## src/rtl/jtdsp16_pkg.sv

```systemverilog
// Shared DSP16 definitions: ROM loader state encoding and default program ROM
// address width (the ROM itself is sized from the same constant).
package jtdsp16_pkg;

  localparam int JTDSP16_ROM_AW = 12;

  typedef enum logic [2:0] {
    ST_IDLE  = 3'd0,
    ST_LOW   = 3'd1,
    ST_HIGH  = 3'd2,
    ST_WRITE = 3'd3,
    ST_DONE  = 3'd4
  } ldr_state_e;

endpackage

```

## src/rtl/jtdsp16_rom_loader.sv

```systemverilog
// DSP16 program ROM loader: packs a little-endian byte stream into 16-bit words,
// writes them sequentially from address 0 and keeps a running 16-bit checksum.
module jtdsp16_rom_loader
  import jtdsp16_pkg::*;
#(
  parameter int AW    = JTDSP16_ROM_AW,
  parameter int WORDS = 4096
) (
  input  logic          clk,
  input  logic          rst,
  input  logic          start,
  input  logic [7:0]    byte_in,
  input  logic          byte_valid,
  output logic          byte_ready,
  output logic [AW-1:0] prog_addr,
  output logic [15:0]   prog_data,
  output logic          prog_we,
  output logic          busy,
  output logic          done,
  output logic [15:0]   checksum,
  output ldr_state_e    dbg_state_o
);

  localparam logic [AW-1:0] LAST_ADDR = AW'(WORDS - 1);

  ldr_state_e    state_q;
  logic [7:0]    low_q;
  logic [AW-1:0] prog_addr_q;
  logic [15:0]   prog_data_q;
  logic          prog_we_q;
  logic          busy_q;
  logic          done_q;
  logic [15:0]   checksum_q;
  logic          xfer;

  // Handshake: a byte moves only when byte_valid & byte_ready on a rising edge.
  // byte_ready depends on the registered state alone, so the source may hold
  // byte_valid high for as long as it likes without a combinational loop.
  assign byte_ready = (state_q == ST_LOW) || (state_q == ST_HIGH);
  assign xfer       = byte_valid && byte_ready;

  always_ff @(posedge clk) begin
    if (rst) begin
      state_q     <= ST_IDLE;
      low_q       <= '0;
      prog_addr_q <= '0;
      prog_data_q <= '0;
      prog_we_q   <= 1'b0;
      busy_q      <= 1'b0;
      done_q      <= 1'b0;
      checksum_q  <= '0;
    end else begin
      case (state_q)
        ST_IDLE, ST_DONE: begin
          if (start) begin
            state_q     <= ST_LOW;
            prog_addr_q <= '0;
            checksum_q  <= '0;
            done_q      <= 1'b0;
            busy_q      <= 1'b1;
          end
        end
        ST_LOW: begin
          if (xfer) begin
            low_q   <= byte_in;
            state_q <= ST_HIGH;
          end
        end
        ST_HIGH: begin
          if (xfer) begin
            prog_data_q <= {byte_in, low_q};
            prog_we_q   <= 1'b1;
            state_q     <= ST_WRITE;
          end
        end
        ST_WRITE: begin
          prog_we_q  <= 1'b0;
          checksum_q <= checksum_q + prog_data_q;
          // Address saturates on the final word so DONE reports where loading ended.
          if (prog_addr_q == LAST_ADDR) begin
            state_q <= ST_DONE;
            busy_q  <= 1'b0;
            done_q  <= 1'b1;
          end else begin
            prog_addr_q <= prog_addr_q + AW'(1);
            state_q     <= ST_LOW;
          end
        end
        default: state_q <= ST_IDLE;
      endcase
    end
  end

  assign prog_addr   = prog_addr_q;
  assign prog_data   = prog_data_q;
  assign prog_we     = prog_we_q;
  assign busy        = busy_q;
  assign done        = done_q;
  assign checksum    = checksum_q;
  assign dbg_state_o = state_q;

endmodule

```

## config.mk

```make
export PLATFORM = sky130hd
export DESIGN_NAME = jtdsp16_rom_loader
export DESIGN_NICKNAME = d
export VERILOG_FILES = /design/src/rtl/jtdsp16_pkg.sv /design/src/rtl/jtdsp16_rom_loader.sv
export SDC_FILE = /design/constraint.sdc
export NUM_CORES = 1
export LEC_CHECK = 0
export CAP_MARGIN = 40
export CORE_UTILIZATION = 53
export CTS_BUF_LIST = sky130_fd_sc_hd__clkbuf_8
export CTS_CLUSTER_SIZE = 40
export DETAILED_ROUTE_END_ITERATION = 12
export HOLD_SLACK_MARGIN = 0.15
export PLACE_DENSITY_LB_ADDON = 0.05
export REMOVE_ABC_BUFFERS = 1
export SETUP_SLACK_MARGIN = 0.15
export SYNTH_ARGS = -nofsm -noshare
export SYNTH_HDL_FRONTEND = slang
export SYNTH_SLANG_ARGS = --single-unit
```

## constraint.sdc

```tcl
create_clock -name clk -period 2.2 [get_ports clk]
set_input_delay 0.44 -clock clk [delete_from_list [all_inputs] [get_ports clk]]
set_output_delay 0.44 -clock clk [all_outputs]
set_load 0.03 [all_outputs]
```

==> flow_metrics.env <==
export IMPL_status="finished clean"
export IMPL_vias=2697
export IMPL_crit_chain="clkdlybuf4s50_1"
export IMPL_root_buffer="clkbuf_8"
export IMPL_crit_type="reg2out"
export IMPL_synthTopCellsByArea="dfxtp_1, ha_1, nand2_1, a21oi_1, nor2_1"
export IMPL_yosys_warnings=0
export IMPL_fin_crit_sh=0.900
export IMPL_drc=0
export IMPL_slowest_delay_ns=0.73
export IMPL_setup_violations=0
export IMPL_viasPerCell=5.60
export IMPL_worst_setup_path_end_kind="primary output"
export IMPL_clk_pin_slew_worst_paths_ns=0.07
export IMPL_port_buffer_count=62
export IMPL_synth_distinct_cells=60
export IMPL_setup_tns_ns=0
export IMPL_cp_depth=1
export IMPL_rows=26
export IMPL_overflow=0
export IMPL_final_min_clock_period_ns=1.98
export IMPL_crit_family="buffers and inverters"
export IMPL_async_flop_share=0
export IMPL_ys_seq_area_frac=0.391
export IMPL_core_area_mm2=0.00524
export IMPL_reg2reg_depth=9
export IMPL_grt_max_degree=24
export IMPL_layout_drive_gt1_share=0.143
export IMPL_clkLatencyLatePin_ns=0.34
export IMPL_worst_ep_arrival_time_ns=1.54
export IMPL_die_width_um=76.9
export IMPL_hold_depth=2
export IMPL_worstPathRequired_ns=1.76
export IMPL_drt_iter0_drc=109
export IMPL_dominantRegCellSynth="dfxtp_1"
export IMPL_setup_ws_ns=0.220
export IMPL_postSynthCellCount=336
export IMPL_cp_max_fo=6
export IMPL_synth_edff_count=0
export IMPL_ctsHoldBuffers=0
export IMPL_p_leak_uw=0.00160
export IMPL_peakVddDrop_uv=422
export IMPL_dp_hpwl_um=5070
export IMPL_grt_pass1_wl_um=11900
export IMPL_p_per_area_mw_per_mm2=627
export IMPL_max_freq_mhz=505
export IMPL_clock_skew_ns=0.00966
export IMPL_clock_sinks=58
export IMPL_total_power_uw=2500
export IMPL_routedWlPerCell_um=14.9
export IMPL_cts_max_level=3
export IMPL_max_cap_violations=0
export IMPL_hold_class="reg2reg"
export IMPL_final_util=0.762
export IMPL_n_antenna_cell=0
export IMPL_critPathLaunchType="flop"
export IMPL_fp_dieH_um=76.9
export IMPL_crit_slowest_cell="clkdlybuf4s50_1"
export IMPL_drt_total_wl_um=7160
export IMPL_ios=63
export IMPL_final_max_slew_viol_count=0
export IMPL_cts_buffers=9
export IMPL_synth_top_area_frac=0.391
export IMPL_slew_headroom=0.439
export IMPL_ys_seq_elements=58
export IMPL_clockBufferDepth=2
export IMPL_synth_top_area_cell="dfxtp_1"
export IMPL_hold_viol=0
export IMPL_start_util=0.567
export IMPL_netlist_area_mm2=0.00297
export IMPL_syn_avg_cell_area_um2=8.84
export IMPL_grt_pass1_vias=2562
export IMPL_dpl_worst_slack_ns=0.0266
export IMPL_worst_slew_pin_slew_ns=0.838
export IMPL_finalWeightedCongestion=0.836
export IMPL_fp_dieArea_mm2=0.00591
export IMPL_antenna_found_initial=0
export IMPL_areaGrowthSynthToFinish_pct=34.4
export IMPL_ant_nets=0
export IMPL_final_nets=436
export IMPL_drt_pass1_iterations=4
export IMPL_cp_num_buf_inv=1
export IMPL_cts_tree="done"
export IMPL_rsz0062_at_grt="no"
export IMPL_grt_usage=0.258
export IMPL_hold_slack_ns=0.457
## what timing repair did
action                                  in CTS  in global routing
pin swaps                                    2                  5
resized for setup                            9                  9
buffers inserted                             2                  1
endpoints found under the setup margin       7                  7
## layout make-up
cell class / count / area (um2)
Clock buffer: 11 / 151
Inverter: 4 / 15.0
Fill cell: 393 / 1240
Clock inverter: 5 / 100
Timing Repair Buffer: 75 / 718
Sequential cell: 58 / 1170
Multi-Input combinational cell: 259 / 1750
Tap cell: 70 / 87.6
## where the power goes
group	switching, uW	internal [uW]	total, uW
combinational	111	80.3	192
clock	423	810	1230
sequential	14.3	1060	1080
## stage by stage
step | cell area [um2] | std cells
after CTS | 3940 | 481
after global routing | 3990 | 482
after global placement | 3650 | 463
final | 3990 | 482
after floorplan | 2870 | 321
after detailed placement | 3650 | 463
## routing by layer
layer,wire [um],GRT usage,up-vias,share of wire
met5,0,0,-,0
met4,125,0.106,0,0.017
met3,420,0.0548,13,0.059
met2,3330,0.423,86,0.47
met1,3290,0.327,1269,0.46
li1,-,-,1329,-
## sequential cells by signal (all words and copies together), names as in the netlist
name / flops
dbg_state_o: 3
busy: 1
done: 1
low_q: 8
prog_data: 16
prog_we: 1
prog_addr: 12
checksum: 16
## cell families (layout without fill, tap and decap cells)
group,count (synthesis),count (layout),synth area share
AO/OA/AOI/OAI,83,83,0.185
XOR/XNOR,19,19,0.0560
adder cells (fa/ha/maj),17,17,0.0741
buffers and inverters,19,95,0.0388
flip-flops,58,58,0.391
multiplexers,9,9,0.0303
AND/OR/NAND/NOR,131,131,0.225
## cell usage in the layout (no fill, tap or decap), types with 4 or more instances in the layout
cell type,instances
clkdlybuf4s50_1,59
dfxtp_1,54
nand2_1,52
nor2_1,37
a21oi_1,35
ha_1,15
buf_4,13
clkbuf_8,11
xor2_1,10
xnor2_1,9
mux2i_1,9
nand3_1,8
o21ai_0,6
a22oi_1,5
a22o_1,5
inv_1,4
nand2b_1,4
o21ai_1,4
or3_1,4
## worst paths after layout
check / start / slack (ns) / endpoint
worst max register to register: prog_data[0]$_SDFFE_PP0P_ / 0.24 / checksum[14]$_SDFFE_PP0P_
worst min-delay path: done$_SDFFE_PP0P_ / 0.46 / done$_SDFFE_PP0P_
worst max-delay path: prog_addr[8]$_SDFFE_PP0P_ / 0.22 / prog_addr[8]
worst min register to register: done$_SDFFE_PP0P_ / 0.46 / done$_SDFFE_PP0P_
## synth_stat cells, types with 3 or more instances
library cell	instances
nand2b_1	5
nand2_1	52
a21oi_1	36
o21ai_0	6
or3_1	4
a22o_1	5
buf_6	5
dfxtp_1	58
a21o_1	3
inv_1	4
xor2_1	10
ha_1	16
mux2i_1	9
a21oi_2	3
xnor2_1	9
clkbuf_1	5
nand3_1	8
nor2_1	38
o21ai_1	5
a22oi_1	5
(Power assumes the default switching activity.)
